==> src/rtl/axis_ecg_sample_source.sv <==
// AXI-Stream source: converts strobed ADC codes to signed words and buffers them in a FWFT FIFO.
// Optional build macro AXIS_SRC_DROP_CNT_EN adds a saturating dropped-sample counter output o_drop_cnt.
`timescale 1ns/1ps

module axis_ecg_sample_source #(
    parameter int DATA_W     = 12,
    parameter int AXIS_W     = 32,
    parameter int FIFO_DEPTH = 8,
    parameter int OFFSET_BIN = 1
) (
    input  logic                          clk,
    input  logic                          rst,
    input  logic                          i_sample_valid,
    input  logic [DATA_W-1:0]             i_sample,
    input  logic                          i_ovf_clr,
    input  logic                          m_axis_tready,
    output logic                          m_axis_tvalid,
    output logic [AXIS_W-1:0]             m_axis_tdata,
    output logic [$clog2(FIFO_DEPTH):0]   o_fifo_level,
    output logic                          o_overflow
`ifdef AXIS_SRC_DROP_CNT_EN
    ,
    output logic [15:0]                   o_drop_cnt
`endif
);

    localparam int AW = $clog2(FIFO_DEPTH);
    localparam int LW = AW + 1;
    localparam logic [LW-1:0] FULL_LVL = LW'(FIFO_DEPTH);

    logic [AXIS_W-1:0] mem_q [FIFO_DEPTH];
    logic [AW-1:0]     wr_ptr_q, wr_ptr_d;
    logic [AW-1:0]     rd_ptr_q, rd_ptr_d;
    logic [LW-1:0]     level_q, level_d;
    logic              ovf_q, ovf_d;

    logic [DATA_W-1:0] conv_x;
    logic [AXIS_W-1:0] conv_word;
    logic              full;
    logic              rd_fire;
    logic              wr_fire;
    logic              drop;

    // A full FIFO still accepts a write when the head word leaves on the same edge.
    always_comb begin
        conv_x    = (OFFSET_BIN != 0) ? {~i_sample[DATA_W-1], i_sample[DATA_W-2:0]} : i_sample;
        conv_word = {{(AXIS_W-DATA_W){conv_x[DATA_W-1]}}, conv_x};

        full    = (level_q == FULL_LVL);
        rd_fire = m_axis_tvalid & m_axis_tready;
        wr_fire = i_sample_valid & (~full | rd_fire);
        drop    = i_sample_valid & full & ~rd_fire;

        wr_ptr_d = wr_fire ? wr_ptr_q + 1'b1 : wr_ptr_q;
        rd_ptr_d = rd_fire ? rd_ptr_q + 1'b1 : rd_ptr_q;

        level_d = level_q;
        case ({wr_fire, rd_fire})
            2'b10:   level_d = level_q + 1'b1;
            2'b01:   level_d = level_q - 1'b1;
            default: level_d = level_q;
        endcase

        ovf_d = ovf_q;
        if (drop) begin
            ovf_d = 1'b1;
        end else if (i_ovf_clr) begin
            ovf_d = 1'b0;
        end
    end

    always_ff @(posedge clk or posedge rst) begin
        if (rst) begin
            wr_ptr_q <= '0;
            rd_ptr_q <= '0;
            level_q  <= '0;
            ovf_q    <= 1'b0;
            for (int i = 0; i < FIFO_DEPTH; i++) begin
                mem_q[i] <= '0;
            end
        end else begin
            wr_ptr_q <= wr_ptr_d;
            rd_ptr_q <= rd_ptr_d;
            level_q  <= level_d;
            ovf_q    <= ovf_d;
            if (wr_fire) begin
                mem_q[wr_ptr_q] <= conv_word;
            end
        end
    end

    assign m_axis_tvalid = (level_q != '0);
    assign m_axis_tdata  = mem_q[rd_ptr_q];
    assign o_fifo_level  = level_q;
    assign o_overflow    = ovf_q;

`ifdef AXIS_SRC_DROP_CNT_EN
    logic [15:0] drop_cnt_q, drop_cnt_d;

    // A clear coinciding with a drop restarts the count at one rather than zero.
    always_comb begin
        drop_cnt_d = drop_cnt_q;
        if (i_ovf_clr) begin
            drop_cnt_d = {15'd0, drop};
        end else if (drop && (drop_cnt_q != 16'hFFFF)) begin
            drop_cnt_d = drop_cnt_q + 16'd1;
        end
    end

    always_ff @(posedge clk or posedge rst) begin
        if (rst) begin
            drop_cnt_q <= '0;
        end else begin
            drop_cnt_q <= drop_cnt_d;
        end
    end

    assign o_drop_cnt = drop_cnt_q;
`endif

endmodule

==> config.mk <==
export PLATFORM = sky130hd
export DESIGN_NAME = axis_ecg_sample_source
export DESIGN_NICKNAME = d
export VERILOG_FILES = /design/src/rtl/axis_ecg_sample_source.sv
export SDC_FILE = /design/constraint.sdc
export NUM_CORES = 1
export LEC_CHECK = 0
export ABC_AREA = 1
export CORE_ASPECT_RATIO = 1.25
export CORE_MARGIN = 5
export CORE_UTILIZATION = 45
export CTS_CLUSTER_DIAMETER = 80
export DETAILED_ROUTE_END_ITERATION = 10
export HOLD_SLACK_MARGIN = 0.06
export PLACE_DENSITY = 0.63
export REMOVE_ABC_BUFFERS = 1
export SLEW_MARGIN = 20
export SYNTH_ARGS = -nofsm -noshare
export SYNTH_HDL_FRONTEND = slang
export SYNTH_SLANG_ARGS = --single-unit
==> constraint.sdc <==
create_clock -name clk -period 4.35 [get_ports clk]
set_input_delay 0.87 -clock clk [delete_from_list [all_inputs] [get_ports clk]]
set_output_delay 0.87 -clock clk [all_outputs]
set_load 0.005 [all_outputs]
==> results.md <==
* NumNets Final at between 600 and 700
* Vias per cell at 5.17
* Hold Buf Count CTS at 0
* Row cnt at 44
* Unrepaired setup endpoints after global routing: false
* Final core occ at 0.515
* Global Route Usage Sum at 0.181
* Final Non-Filler Cells at roughly 790
* Post-synthesis cell count at 626
* Antenna violations before repair at 0
* Pre-CTS setup slack at about 1.2 ns
* Met1 Resource Use GR at 0.233
* Met2 usage at 0.314
* #FFs+latches synth at about 110
* Synthesis-to-finish area growth at 13.4%
* Pint at 3.09 mW
* HP Class: reg -> reg
* R2R depth at 12
* Fin crit share at 0.796
* Worst EP required at 3.48 ns
* Clk pwr share at 0.179
* Setup Viol. Count Final at 0
* Grt peak-use layer: met2
* Hold path depth at 2
* Pwr per Cell Area at roughly 830 nW/um^2
* Antenna cells at 0
* Full die area at about 14000 sq um
* Post_cts resized at 0
* Setup Buffers After CTS at 0
* Post-Syn Area at roughly 5200 sq um
* CTS tree: built
* Routing usage on met3 at 0.0314
* Fin. Hold Viols at 0
* Lkg Pwr at approximately 2.8 nW
* Worst-margin pin slew at 0.870 ns
* Initial DRC count at between 200 and 300
* Global-route wire length before repair at approximately 20000 microns
* Critical path type: reg -> out
* Die height at about 130 microns
* Hold slack at 0.481 ns
* DIE WIDTH at 106 microns
* Final TNS setup at 0 ns
* WL final at roughly 12000 microns
* Total number of vias at 4066
* Initial DRT Pass Iterations at 4
* CP max FO at 23
* Final Critical Period at ~3.5 ns
* Rel. slew slack at 0.420
* Slew Limit Fails at 0
* Sw Share at 0.374
* Share of layout cells above drive strength 1 at 0.0678
* Fin worst setup slack at between 0.8 and 0.9 ns
* Setup Skew at about 0.0084 ns
* CP arrival at between 2 and 3 ns
* Drt drc at 0
* Maxcap violations at 0
* Slowest cell on the critical path: dfrtp_1
* Largest net degree at the start of global routing at 67
* Ys Warns at 0
* Worst-path clk slew at approximately 0.070 ns
* Placer Congestion at around 0.76
* Core Region at around 12000 sq um
* Root buffer cell: clkbuf_16
* Critical Path Max Stage Delay at between 0.8 and 0.9 ns
* Vias in the first global route at about 4100
* GRT Residual Overflow at 0
* Sw Pwr at between 1.5 and 2 mW
* CTS buffer count at 9
* Hpwl dp at between 7000 and 8000 microns
* Maximum clock insertion buffer count at 2
* Peak VDD IR at between 0.3 and 0.4 mV
* Dpl cells at between 700 and 800
* Max Freq at between 200 and 300 MHz
* Setup crit end kind: output pin
* Post-synthesis sequential area ratio at 0.512
* Initial Utilization at 0.454
* Clock sink total at roughly 110
* Status: finished clean
* Mean area per synthesized cell at around 8.4 sq um
* DR WL/cell at 14.8 microns
* Clk_lat worst skew at between 0.3 and 0.4 ns
* Seq pwr share at 0.351
* CP Cell Sequence: o21ai_0 -> o21ai_0 -> nand2_1 -> nand2_1 -> clkdlybuf4s50_1
* I/O pin cnt at 55
* Startpoint Class: flop
* Comb power frac at 0.470
* Final ANT Viol Nets at 0
* # port buffers at 54
* Synth unique cells at 23
* Htree depth at 3
## cell usage after synthesis, drive strengths merged
cell    number  area share
nand2      165        0.13
buf         46       0.072
o22ai        1      0.0012
inv         26       0.019
o21ai      171        0.17
nand3        4      0.0048
a21oi        1     0.00096
xor2         5      0.0084
xnor2        2      0.0034
clkbuf       8      0.0057
dfrtp      107        0.51
nor2        85       0.061
ha           5       0.012
## per-stage QoR
step                instance area [sq um]  total power, mW
CTS                                  5930             4.99
global placement                     5610             4.03
floorplan                            4820             2.96
finish                               5930             4.94
detailed placement                   5610             4.09
global route                         5930             5.39
## cell families after synthesis
family | count (synthesis) | synth area share
AO/OA/AOI/OAI | 173 | 0.173
buffers and inverters | 80 | 0.0960
adder cells (fa/ha/maj) | 5 | 0.0120
flip-flops | 107 | 0.512
AND/OR/NAND/NOR | 254 | 0.195
XOR/XNOR | 7 | 0.0117
## worst max-delay path, delay by kind of cell, from the launching register on
| kind | cells | cell delay, ns |
|---|---|---|
| and+or+nand+nor | 2 | 0.46 |
| buffers and inverters | 1 | 0.61 |
| DFF | 1 | 0.81 |
| AOI/OAI and AO/OA | 2 | 0.36 |
## sequential cells by signal, summed over array words and instances (netlist names)
name          flops
wr_ptr_q          3
o_fifo_level      4
mem_q            96
rd_ptr_q          3
o_overflow        1
## worst paths after layout
check                                              end                         from  slack (ns)
min reg2reg                     mem_q[195]$_DFFE_PP0P_       mem_q[195]$_DFFE_PP0P_        0.48
min                             mem_q[195]$_DFFE_PP0P_       mem_q[195]$_DFFE_PP0P_        0.48
max                                   m_axis_tdata[18]      rd_ptr_q[1]$_DFFE_PP0P_        0.89
max reg2reg                o_fifo_level[2]$_DFFE_PP0P_  o_fifo_level[0]$_DFFE_PP0P_        2.16
min in group asynchronous         mem_q[1]$_DFFE_PP0P_                          rst        1.05
max in group asynchronous       mem_q[166]$_DFFE_PP0P_                          rst        2.54
## layer usage
| metal | up-vias | part of all wire |
|---|---|---|
| met4 | 0 | 0.012 |
| met5 | - | 0 |
| met2 | 87 | 0.49 |
| met3 | 9 | 0.047 |
| li1 | 2043 | - |
| met1 | 1927 | 0.45 |
## cell type report
| cell class | instances | area (sq um) |
|---|---|---|
| inverter | 26 | 100 |
| tap | 138 | 173 |
| clock buffer | 11 | 243 |
| clock inverter | 5 | 82.6 |
| timing repair buffer | 61 | 606 |
| sequential | 107 | 2680 |
| fill | 1077 | 5580 |
| multi-input combinational | 439 | 2050 |
## placed cells by master, fill, tap and decap left out, drive strengths merged
cell           instances
a21oi                  1
buf                    7
bufinv                 2
clkbuf                11
clkdlybuf4s50         54
clkinv                 1
dfrtp                107
ha                     5
inv                   28
nand2                165
nand3                  4
nor2                  85
o21ai                171
o22ai                  1
xnor2                  2
xor2                   5
## power by group through the flow
stage               combinational (mW)  clock, mW  sequential (mW)
floorplan                         1.24          0             1.72
finish                            2.32      0.883             1.73
detailed placement                2.34          0             1.75
CTS                               2.35      0.902             1.73
global route                      2.67      0.936             1.79
global placement                  2.29          0             1.73
(Power assumes the default switching activity.)
